File: config.mk
export PLATFORM = sky130hd
export DESIGN_NAME = lsu_sequencer
export DESIGN_NICKNAME = d
export VERILOG_FILES = /design/src/rtl/lsu_pkg.sv /design/src/rtl/load_align.sv /design/src/rtl/lsu_sequencer.sv
export SDC_FILE = /design/constraint.sdc
export NUM_CORES = 1
export LEC_CHECK = 0
export CAP_MARGIN = 20
export CORE_MARGIN = 2
export CORE_UTILIZATION = 46
export CTS_BUF_LIST = sky130_fd_sc_hd__clkbuf_16
export DETAILED_ROUTE_END_ITERATION = 7
export MAX_ROUTING_LAYER = met4
export PLACE_DENSITY_LB_ADDON = 0.12
export RECOVER_POWER = 100
export SLEW_MARGIN = 20
export SYNTH_ARGS = -nofsm -noshare
export SYNTH_HDL_FRONTEND = slang
export SYNTH_HIERARCHICAL = 1
export SYNTH_SLANG_ARGS = --single-unit
File: constraint.sdc
create_clock -name clk -period 3.1 [get_ports clk]
set_input_delay 0.62 -clock clk [delete_from_list [all_inputs] [get_ports clk]]
set_output_delay 0.62 -clock clk [all_outputs]
set_load 0.02 [all_outputs]
File: src/rtl/lsu_pkg.sv
// Shared types and helpers for the load/store sequencer: access-size encodings,
// FSM state enum and the byte-lane mask function.
package lsu_pkg;

  localparam logic [1:0] LEN_WORD = 2'b00;
  localparam logic [1:0] LEN_BYTE = 2'b01;
  localparam logic [1:0] LEN_HALF = 2'b10;

  typedef enum logic [1:0] {
    ST_IDLE,
    ST_REQ1,
    ST_REQ2,
    ST_DONE
  } state_t;

  // Bits [7:4] are lanes spilling into the next word; non-zero means misaligned.
  function automatic logic [7:0] lane_mask(input logic [1:0] len, input logic [1:0] off);
    logic [7:0] base;
    case (len)
      LEN_BYTE: base = 8'h01;
      LEN_HALF: base = 8'h03;
      default:  base = 8'h0F;
    endcase
    return base << off;
  endfunction

endpackage

File: src/rtl/load_align.sv
// Combinational load-data extraction: selects the addressed bytes out of one or two
// captured bus words and sign/zero-extends them to 32 bits.
module load_align
  import lsu_pkg::*;
(
  input  logic [31:0] word_lo,
  input  logic [31:0] word_hi,
  input  logic [1:0]  offset,
  input  logic [1:0]  length,
  input  logic        sign,
  output logic [31:0] data
);

  logic [63:0] both;
  logic [31:0] win;

  assign both = {word_hi, word_lo};
  assign win  = both[{offset, 3'b000} +: 32];

  always_comb begin
    case (length)
      LEN_BYTE: data = {{24{sign & win[7]}}, win[7:0]};
      LEN_HALF: data = {{16{sign & win[15]}}, win[15:0]};
      default:  data = win;
    endcase
  end

endmodule

File: src/rtl/lsu_sequencer.sv
// Multi-cycle load/store sequencer bridging the core to a req/ack memory bus.
// Define LSU_MISALIGN_SPLIT_EN to split word-crossing accesses into two transfers.
module lsu_sequencer
  import lsu_pkg::*;
#(
  parameter int BUS_TIMEOUT = 64
) (
  input  logic        clk,
  input  logic        rst_n,
  input  logic        memread,
  input  logic        memwrite,
  input  logic [1:0]  length,
  input  logic        sign,
  input  logic [31:0] addr,
  input  logic [31:0] wdata,
  output logic        stall,
  output logic        done,
  output logic        err,
  output logic [31:0] rdata,
  output logic        bus_req,
  output logic        bus_we,
  output logic [31:0] bus_addr,
  output logic [3:0]  bus_be,
  output logic [31:0] bus_wdata,
  input  logic        bus_ack,
  input  logic [31:0] bus_rdata
);

  localparam int CNT_W = $clog2(BUS_TIMEOUT + 1);

  state_t             state, state_d;
  logic [CNT_W-1:0]   cnt;
  logic [31:0]        cap_lo, cap_sel, aligned, rdata_q;
  logic               err_q;
  logic [7:0]         mask;
  logic [63:0]        wide_wdata;
  logic               req, reserved, crosses, illegal, split, active, timeout;
  logic               go_req1, go_req2, fin, fin_err;

  assign req        = memread | memwrite;
  assign mask       = lane_mask(length, addr[1:0]);
  assign wide_wdata = {32'b0, wdata} << {addr[1:0], 3'b000};
  assign reserved   = (length == 2'b11);
  assign crosses    = |mask[7:4];

`ifdef LSU_MISALIGN_SPLIT_EN
  assign illegal = reserved;
  assign split   = crosses;
`else
  assign illegal = reserved | crosses;
  assign split   = 1'b0;
`endif

  assign active  = (state == ST_REQ1) || (state == ST_REQ2);
  assign timeout = active && !bus_ack && (cnt == CNT_W'(BUS_TIMEOUT - 1));
  assign bus_req = active;
  assign done    = (state == ST_DONE);
  assign err     = done & err_q;
  assign rdata   = rdata_q;
  // The low word of a split load was captured in REQ1; otherwise it is on the bus now.
  assign cap_sel = (state == ST_REQ2) ? cap_lo : bus_rdata;

  load_align u_align (
    .word_lo(cap_sel),
    .word_hi(bus_rdata),
    .offset (addr[1:0]),
    .length (length),
    .sign   (sign),
    .data   (aligned)
  );

  always_comb begin
    state_d = state;
    stall   = 1'b0;
    go_req1 = 1'b0;
    go_req2 = 1'b0;
    fin     = 1'b0;
    fin_err = 1'b0;
    case (state)
      ST_IDLE: begin
        // Gated by rst_n so a reset releases the core even if it still requests.
        stall = req & rst_n;
        if (req) begin
          if (illegal) begin
            state_d = ST_DONE;
            fin     = 1'b1;
            fin_err = 1'b1;
          end else begin
            state_d = ST_REQ1;
            go_req1 = 1'b1;
          end
        end
      end
      ST_REQ1, ST_REQ2: begin
        stall = 1'b1;
        if (bus_ack) begin
          if (state == ST_REQ1 && split) begin
            state_d = ST_REQ2;
            go_req2 = 1'b1;
          end else begin
            state_d = ST_DONE;
            fin     = 1'b1;
          end
        end else if (timeout) begin
          state_d = ST_DONE;
          fin     = 1'b1;
          fin_err = 1'b1;
        end
      end
      default: state_d = ST_IDLE;
    endcase
  end

  always_ff @(posedge clk or negedge rst_n) begin
    if (!rst_n) begin
      state     <= ST_IDLE;
      cnt       <= '0;
      bus_we    <= 1'b0;
      bus_addr  <= '0;
      bus_be    <= '0;
      bus_wdata <= '0;
      cap_lo    <= '0;
      rdata_q   <= '0;
      err_q     <= 1'b0;
    end else begin
      state <= state_d;
      if (go_req1) begin
        cnt       <= '0;
        bus_we    <= memwrite;
        bus_addr  <= {addr[31:2], 2'b00};
        bus_be    <= mask[3:0];
        bus_wdata <= wide_wdata[31:0];
      end else if (go_req2) begin
        cnt       <= '0;
        cap_lo    <= bus_rdata;
        bus_addr  <= {addr[31:2], 2'b00} + 32'd4;
        bus_be    <= mask[7:4];
        bus_wdata <= wide_wdata[63:32];
      end else if (active) begin
        cnt <= cnt + CNT_W'(1);
      end
      if (fin) begin
        err_q   <= fin_err;
        rdata_q <= (fin_err || memwrite) ? 32'd0 : aligned;
      end
    end
  end

endmodule

==> metrics.yaml, run 1 <==
cells_and_area:
  syn_to_final_growth_pct: 39.7
  layout_commonest_cell: "dfrtp_1"
  fillCellCount: 1077
  layout.cells.non_filler: 908
  ff_latch_area_sq_um: 2730
  nNetsFinal: 840
  n_antenna_cell: 0
  most-common-layout-cells: "dfrtp_1 (109), dlygate4sd3_1 (103), clkdlybuf4s50_1 (100)"
  drive_above_1_share_pct: 13.5
  multi_input_area_sq_um: 3110
timing:
  rsz0062_at_grt: "false"
  finalSetupViolations: 0
  final.period_utilization_pct: 91.9
  tns_ps: 0
  worst_pin_slew_ps: 1660
  finalMaxSlewViolations: 77
  hold_slack_ps: 368
  fin_crit_ps: 2850
  fin_ws_ps: 250
  relSlewSlack_pct: -10.7
  fmax_mhz: 351
  final-hold-violation-count: 0
  clock_skew_ps: 5.70
worst_setup_path:
  critical_path_class: "in -> out"
  crit_arrival_ps: 2230
  cp-end-kind: "output port"
  critical_path_peak_fanout: 3
  start_kind: "input port"
  cp.required_ps: 2480
  regToRegSetupSlack_ps: 600
pwr:
  power_switching_share_pct: 40.4
  p_leak_nw: 3.82
  pwr-share-comb_pct: 52.0
  p_seq_share_pct: 33.2
  irDropWorstVdd_mv: 0.736
  power.density_nw_per_um2: 857
  p_int_w: 0.00437
  switching_power_w: 0.00296
  clkPwrFrac_pct: 14.9
clock_tree:
  htree_levels: 3
  cts_root_buffer: "clkbuf_16"
  cts_tree: "done"
  postCtsSetupRepairBufs: 0
  post_cts_resized: 0
  cts_made_buffers: 9
  cts_sinks: 109
  hold_buffers: 0
  insertion_delay_ps: 350
  clk_pin_slew_ps: 70
  cts_buffer_depth: 2
routing:
  met2WireLength_mm: 8.19
  wl_met3_mm: 1.05
  via_per_inst: 5.48
  initialDrtViolationCount: 273
  num_vias: 4980
  postRouteAntennaNets: 0
  dr.pass1.iters: 5
  highest_layer: "met4"
  wl_per_cell_um: 18.1
  wl_mm: 16.5
  route.detailed.drc: 0
  wl_met1_mm: 6.93
grt:
  grt_max_degree: 77
  grt_usage_pct: 24.1
  grt_pass1_wl_mm: 26.1
  grt_pass1_vias: 5033
  grt-ovfl-total: 0
  antenna_found_initial: 0
floorplanning:
  die_y_um: 119
  start_util_pct: 46.6
  die_w_um: 119
  die_area_sq_um: 14200
  core_sq_um: 13100
  fp-row-count: 42
  design.portCount: 209
outcome:
  run_status: "finished, violations left"
  violations: "capacitance limit, slew limit"
synth:
  ys_seq_area_share_pct: 44.6
  avgSynthCellArea_sq_um: 11.4
  ys_ff_latch: 109
  ys.flop_type: "dfrtp_1"
  synth-edff-count: 0
  ys_async_sr_fraction_pct: 100
  synthCells: 538
  ys_warn_count: 6
  syn_area_sq_um: 6120
  synth.distinct_cells: 43
run:
  drv_cap: 1
placed_design:
  dp_cells: 892
  dpl.hpwl_mm: 12.3
  place.gp.congestion: 0.861
  place_ws_ps: 265
  port_buffers: 206
hold_path:
  hold_path_class: "in -> async"
[power by group through the flow]
stage	combinational [W]	clock, W	sequential [W]
after floorplan	0.00149	0	0.00316
after global placement	0.00398	0	0.00247
after CTS	0.00408	0.00111	0.00247
final	0.00380	0.00109	0.00243
after global routing	0.00408	0.00118	0.00252
after detailed placement	0.00406	0	0.00249
[cells in the mapped netlist (3+ instances only)]
cell type,n,area share [%]
buf_2,21,1.7
ha_1,9,1.8
nand2_1,85,5.2
clkbuf_1,14,0.86
a21oi_1,19,1.6
mux2_2,24,4.4
dfrtp_1,109,45
a211oi_1,8,0.98
buf_6,6,1.1
buf_4,3,0.37
o31ai_1,11,1.3
o21ai_0,29,2.4
nand4_1,3,0.31
inv_1,6,0.37
xnor2_1,3,0.43
a32o_1,32,5.2
mux4_2,30,11
mux2i_1,17,2.8
mux2_1,16,2.9
xor2_1,3,0.43
nor2b_1,44,4.5
nor2_1,22,1.3
[final timing paths]
check,from,endpoint,cells after the start
max,memread,stall,6
min,rst_n,rdata[23]$_DFFE_PN0P_,2
max reg2reg,state[0]$_DFFE_PN0P_,rdata[29]$_DFFE_PN0P_,7
min reg2reg,bus_wdata[14]$_DFFE_PN0P_,bus_wdata[14]$_DFFE_PN0P_,2
max in group asynchronous,rst_n,bus_addr[16]$_DFFE_PN0P_,3
min in group clk,bus_wdata[14]$_DFFE_PN0P_,bus_wdata[14]$_DFFE_PN0P_,2
[logic make-up after synthesis]
kind of cell / share of synthesized area [%]
flip-flops: 44.6
multiplexers: 22.0
AO/OA/AOI/OAI: 13.1
other: 0.0613
buffers and inverters: 4.62
XOR/XNOR: 0.859
adder cells (fa/ha/maj): 1.84
AND/OR/NAND/NOR: 12.8
[layout make-up]
type	instances	area share [%]
Multi-Input combinational cell	377	36.4
Sequential cell	109	31.9
Tap cell	176	2.58
Inverter	7	0.307
Clock inverter	7	0.571
Clock buffer	9	2.64
Timing Repair Buffer	223	25.6
[critical path, cell delays in order]
cell,delay [ps]
clkdlybuf4s50_1,440
o21ai_1,270
inv_2,130
a21oi_1,170
nor2_1,60
clkdlybuf4s50_1,540
[routing by layer]
metal | track usage, % | up-vias
met2 | 39.5 | 175
met1 | 31.1 | 2446
met5 | - | -
met3 | 3.93 | 19
met4 | 7.21 | 0
li1 | - | 2340
[flip-flops by register name, indices dropped and copies added, names as in the netlist]
name       count
bus_be         4
bus_we         1
err_q          1
state          2
rdata         32
bus_wdata     32
cnt            7
bus_addr      30
[metrics by stage]
| stage | power (W) | area (sq um) | util [%] |
|---|---|---|---|
| CTS | 0.00766 | 8600 | 65.4 |
| finish | 0.00732 | 8550 | 65.1 |
| floorplan | 0.00464 | 6120 | - |
| global route | 0.00777 | 8550 | 65.1 |
| global placement | 0.00645 | 8320 | 63.4 |
| detailed placement | 0.00655 | 8320 | 63.4 |
(Power assumes the default switching activity.)
==> inputs of run 2 (changes only) <==
==> constraint.sdc (replaced) <==
create_clock -name clk -period 3.25 [get_ports clk]
set_input_delay 0.65 -clock clk [delete_from_list [all_inputs] [get_ports clk]]
set_output_delay 0.65 -clock clk [all_outputs]
set_load 0.02 [all_outputs]
==> run 2 against run 1 <==
The flow still finishes with violations (capacitance limit, slew limit); count of clock-buffer cells in the layout unchanged; non-clock buffer count down 2; worst hold slack better by 100 ps; cell area up 0.42%; sequential power down 6%; via count up 0.40%; routed wire length down 0.12%; highest routed layer unchanged.
==> metrics.yaml, run 2 (synthesis gave the netlist of run 1 again) <==
timing:
  final-hold-violation-count: 0
  final.period_utilization_pct: 91.6
  fmax_mhz: 336
  relSlewSlack_pct: -18.9
  finalMaxSlewViolations: 73
  tns_ps: 0
  rsz0062_at_grt: "false"
  worst_pin_slew_ps: 1780
  fin_crit_ps: 2980
  clock_skew_ps: 5.16
  finalSetupViolations: 0
  hold_slack_ps: 471
worst_setup_path:
  crit_family: "buffers and inverters"
  crit_slowest_cell: "clkdlybuf4s50_1"
  path_common_cell: "clkdlybuf4s50_1"
  critical_path_peak_fanout: 3
  path_cells: "clkdlybuf4s50_1 -> o21ai_0 -> inv_2 -> a21oi_1 -> nor2_1 -> clkdlybuf4s50_1"
  cp.required_ps: 2600
  cp-end-kind: "output port"
  reg2reg_from: "state[0]$_DFFE_PN0P_"
  critPathBufInv: 3
  start_kind: "input port"
  r2r_cells: 7
  critical_path_class: "in -> out"
  crit_arrival_ps: 2330
  cp-startpoint: "memread"
  r2r_end: "rdata[22]$_DFFE_PN0P_"
  crit_path_end: "stall"
  path_depth: 6
  regToRegSetupSlack_ps: 730
  crit_path_max_incr_delay_ps: 540
grt:
  grt_pass1_vias: 4931
  grt_pass1_wl_mm: 26.2
  grt_usage_pct: 24.2
  grt_max_degree: 73
  antenna_found_initial: 0
  grt-ovfl-total: 0
clock_tree:
  post_cts_resized: 0
  hold_buffers: 0
  cts_buffer_depth: 2
  cts_tree: "done"
  cts_sinks: 109
  clk_pin_slew_ps: 70
  postCtsSetupRepairBufs: 0
  cts_made_buffers: 9
  cts_root_buffer: "clkbuf_16"
  htree_levels: 3
  insertion_delay_ps: 350
placed_design:
  dpl.hpwl_mm: 12.2
  dp_cells: 890
  place.gp.congestion: 0.866
  port_buffers: 206
  dpl_cell_area_sq_um: 8300
pwr:
  clkPwrFrac_pct: 16.9
  p_int_w: 0.00430
  irDropWorstVdd_mv: 0.717
  pwr-share-comb_pct: 50.9
  power_switching_share_pct: 39.4
  power.density_nw_per_um2: 827
  p_seq_share_pct: 32.3
  switching_power_w: 0.00280
  p_leak_nw: 3.83
cells_and_area:
  syn_to_final_growth_pct: 40.3
  most-common-layout-cells: "dfrtp_1 (109), dlygate4sd3_1 (103), clkdlybuf4s50_1 (100)"
  fin_area_sq_um: 8580
  layout_commonest_cell: "dfrtp_1"
  nNetsFinal: 838
  drive_above_1_share_pct: 13.4
  fillCellCount: 1067
  ff_latch_area_sq_um: 2730
  n_antenna_cell: 0
  multi_input_area_sq_um: 3120
  layout.cells.non_filler: 906
floorplanning:
  design.portCount: 209
  die_area_sq_um: 14200
  core_sq_um: 13100
  start_util_pct: 46.6
  die_y_um: 119
  fp-row-count: 42
  die_w_um: 119
routing:
  postRouteAntennaNets: 0
  wl_mm: 16.4
  via_per_inst: 5.52
  num_vias: 5000
  dr.pass1.iters: 5
  wl_per_cell_um: 18.1
  route.detailed.drc: 0
  initialDrtViolationCount: 366
outcome:
  run_status: "finished, violations left"
  violations: "capacitance limit, slew limit"
run:
  drv_cap: 1
hold_path:
  hold_path_class: "in -> async"
-- run 2: power by group through the flow --
stage	clock network [W]	registers [W]	logic [W]
final	0.00120	0.00229	0.00361
after global routing	0.00128	0.00237	0.00388
after CTS	0.00123	0.00232	0.00387
after detailed placement	0	0.00235	0.00386
after global placement	0	0.00232	0.00380
after floorplan	0	0.00301	0.00142
-- run 2: worst min path at each step --
stage / startpoint / end / slack (ps)
final: rst_n / rdata[23]$_DFFE_PN0P_ / 470
after global routing: bus_wdata[12]$_DFFE_PN0P_ / bus_wdata[12]$_DFFE_PN0P_ / 500
after CTS: rst_n / rdata[23]$_DFFE_PN0P_ / 390
after detailed placement: bus_wdata[12]$_DFFE_PN0P_ / bus_wdata[12]$_DFFE_PN0P_ / 460
after global placement: bus_wdata[13]$_DFFE_PN0P_ / bus_wdata[13]$_DFFE_PN0P_ / 460
after floorplan: rst_n / bus_addr[10]$_DFFE_PN0P_ / 350
-- run 2: cell type report --
class | count | share of cell area, %
Clock buffer | 9 | 2.62
Tap cell | 176 | 2.57
Sequential cell | 109 | 31.8
Clock inverter | 7 | 1.14
Multi-Input combinational cell | 377 | 36.3
Timing Repair Buffer | 221 | 25.3
Inverter | 7 | 0.306
-- run 2: routing by layer --
layer / routed length, um / track usage, % / up-vias
met3: 1100 / 4.12 / 11
met2: 7960 / 38.5 / 198
met1: 7190 / 32.5 / 2461
met5: 0 / - / -
li1: - / - / 2330
met4: 182 / 6.62 / 0
-- run 2: stage by stage --
step / setup slack [ps] / total power (W) / utilization, %
after floorplan: 869 / 0.00443 / -
final: 272 / 0.00710 / 65.3
after global routing: 164 / 0.00753 / 65.3
after CTS: 406 / 0.00742 / 65.6
after global placement: 350 / 0.00613 / 63.1
after detailed placement: 306 / 0.00621 / 63.1
==> inputs of run 3 (changes only) <==
--- a/config.mk
+++ b/config.mk
@@ -11,8 +11,9 @@
 export CTS_BUF_LIST = sky130_fd_sc_hd__clkbuf_16
 export DETAILED_ROUTE_END_ITERATION = 7
 export MAX_ROUTING_LAYER = met4
-export PLACE_DENSITY_LB_ADDON = 0.12
+export PLACE_DENSITY = 0.81
 export RECOVER_POWER = 100
+export REMOVE_ABC_BUFFERS = 1
 export SLEW_MARGIN = 20
 export SYNTH_ARGS = -nofsm -noshare
 export SYNTH_HDL_FRONTEND = slang
==> run 3 against run 2 <==
The run now ends clean; via count up 2.8%; die area did not move; global-route usage grew 0.79 points; power decreased by 1.6%; sequential share of layout area is 0.051 points higher; core utilization is 0.10 points lower; sequential power about the same; non-clock buffer count is the same; largest cell class unchanged; largest power group unchanged.
==> metrics.yaml, run 3 (synthesis gave the netlist of run 1 again) <==
worst_setup_path:
  start_kind: "input port"
  critical_path_class: "in -> reg"
  cp-end-kind: "flop"
  cp.required_ps: 3490
  crit_arrival_ps: 3260
  critical_path_peak_fanout: 26
clock_tree:
  cts_root_buffer: "clkbuf_16"
  post_cts_resized: 0
  insertion_delay_ps: 350
  htree_levels: 3
  cts_made_buffers: 9
  cts_buffer_depth: 2
  postCtsSetupRepairBufs: 0
  cts_tree: "done"
  clk_pin_slew_ps: 70
  hold_buffers: 0
  cts_sinks: 109
floorplanning:
  die_area_sq_um: 14200
  design.portCount: 209
  die_w_um: 119
  die_y_um: 119
  fp-row-count: 42
  core_sq_um: 13100
  start_util_pct: 46.6
routing:
  dr.pass1.iters: 5
  num_vias: 5138
  initialDrtViolationCount: 296
  postRouteAntennaNets: 0
  wl_mm: 16.8
  route.detailed.drc: 0
  via_per_inst: 5.67
  wl_per_cell_um: 18.5
cells_and_area:
  fin_area_sq_um: 8570
  fillCellCount: 1021
  nNetsFinal: 838
  most-common-layout-cells: "dfrtp_1 (109), dlygate4sd3_1 (103), clkdlybuf4s50_1 (100)"
  drive_above_1_share_pct: 13.0
  layout_commonest_cell: "dfrtp_1"
  ff_latch_area_sq_um: 2730
  syn_to_final_growth_pct: 40.1
  multi_input_area_sq_um: 3100
  layout.cells.non_filler: 906
timing:
  rsz0062_at_grt: "false"
  fin_crit_ps: 3020
  final-hold-violation-count: 0
  finalMaxSlewViolations: 0
  relSlewSlack_pct: 22.3
  fmax_mhz: 331
  clock_skew_ps: 7.73
  final.period_utilization_pct: 93.0
  worst_pin_slew_ps: 1170
  hold_slack_ps: 475
  tns_ps: 0
  finalSetupViolations: 0
grt:
  antenna_found_initial: 1
  grt_pass1_wl_mm: 27.3
  grt_usage_pct: 25.0
  grt-ovfl-total: 0
  grt_max_degree: 65
  grt_pass1_vias: 5486
placed_design:
  dp_cells: 890
  place.gp.congestion: 0.889
  dpl.hpwl_mm: 12.2
  dpl_cell_area_sq_um: 8330
  port_buffers: 206
hold_path:
  hold_path_class: "reg -> reg"
pwr:
  irDropWorstVdd_mv: 0.572
  power.density_nw_per_um2: 815
  p_leak_nw: 3.82
  finalPower_w: 0.00699
run:
  drv_cap: 0
outcome:
  run_status: "complete, no violations"
-- run 3: cell count changes in the layout (fill, tap and decap cells not counted), sizes merged --
cell    delta
diode      +1
clkinv     +1
bufinv     -2
-- run 3: per-layer routing --
metal	vias up	part of all wire, %	track usage, %
met5	-	0	-
met1	2555	39	28.1
met4	0	2.1	8.68
met3	27	8.7	7.66
met2	217	50	42.5
li1	2339	-	-
-- run 3: critical path: stages --
cell and delay [ps]:
dlygate4sd3_1 610, inv_1 60, ha_1 360, a21oi_1 420, nand3_4 270, clkbuf_2 450
mux2_1 430
-- run 3: path summary, 6_finish.rpt --
kind / slack (ps) / to / from / cells past startpoint
min in group asynchronous: 750 / bus_wdata[13]$_DFFE_PN0P_ / rst_n / 2
hold reg to reg: 470 / bus_be[1]$_DFFE_PN0P_ / bus_be[1]$_DFFE_PN0P_ / 2
max in group asynchronous: 910 / cnt[3]$_DFFE_PN0P_ / rst_n / 3
hold / removal: 470 / bus_be[1]$_DFFE_PN0P_ / bus_be[1]$_DFFE_PN0P_ / 2
setup reg to reg: 760 / rdata[30]$_DFFE_PN0P_ / state[0]$_DFFE_PN0P_ / 7
setup / recovery: 230 / bus_addr[27]$_DFFE_PN0P_ / length[1] / 7
-- run 3: layout make-up --
class	instances	share of cell area, %
Antenna cell	1	0.0292
Timing Repair Buffer	221	25.9
Clock inverter	6	0.540
Tap cell	176	2.57
Multi-Input combinational cell	377	36.2
Inverter	7	0.307
Sequential cell	109	31.8
Clock buffer	9	2.63
-- run 3: power breakdown --
part,internal [W],total [W],switching [W]
Sequential,0.00197,0.00232,0.000349
Clock,0.000522,0.00104,0.000522
Combinational,0.00166,0.00362,0.00196
Total,0.00416,0.00699,0.00283
-- run 3: stage by stage --
stage	setup slack, ps	utilization [%]
floorplan	118	-
global placement	349	63.4
detailed placement	309	63.4
CTS	310	65.5
global route	117	65.2
finish	228	65.2
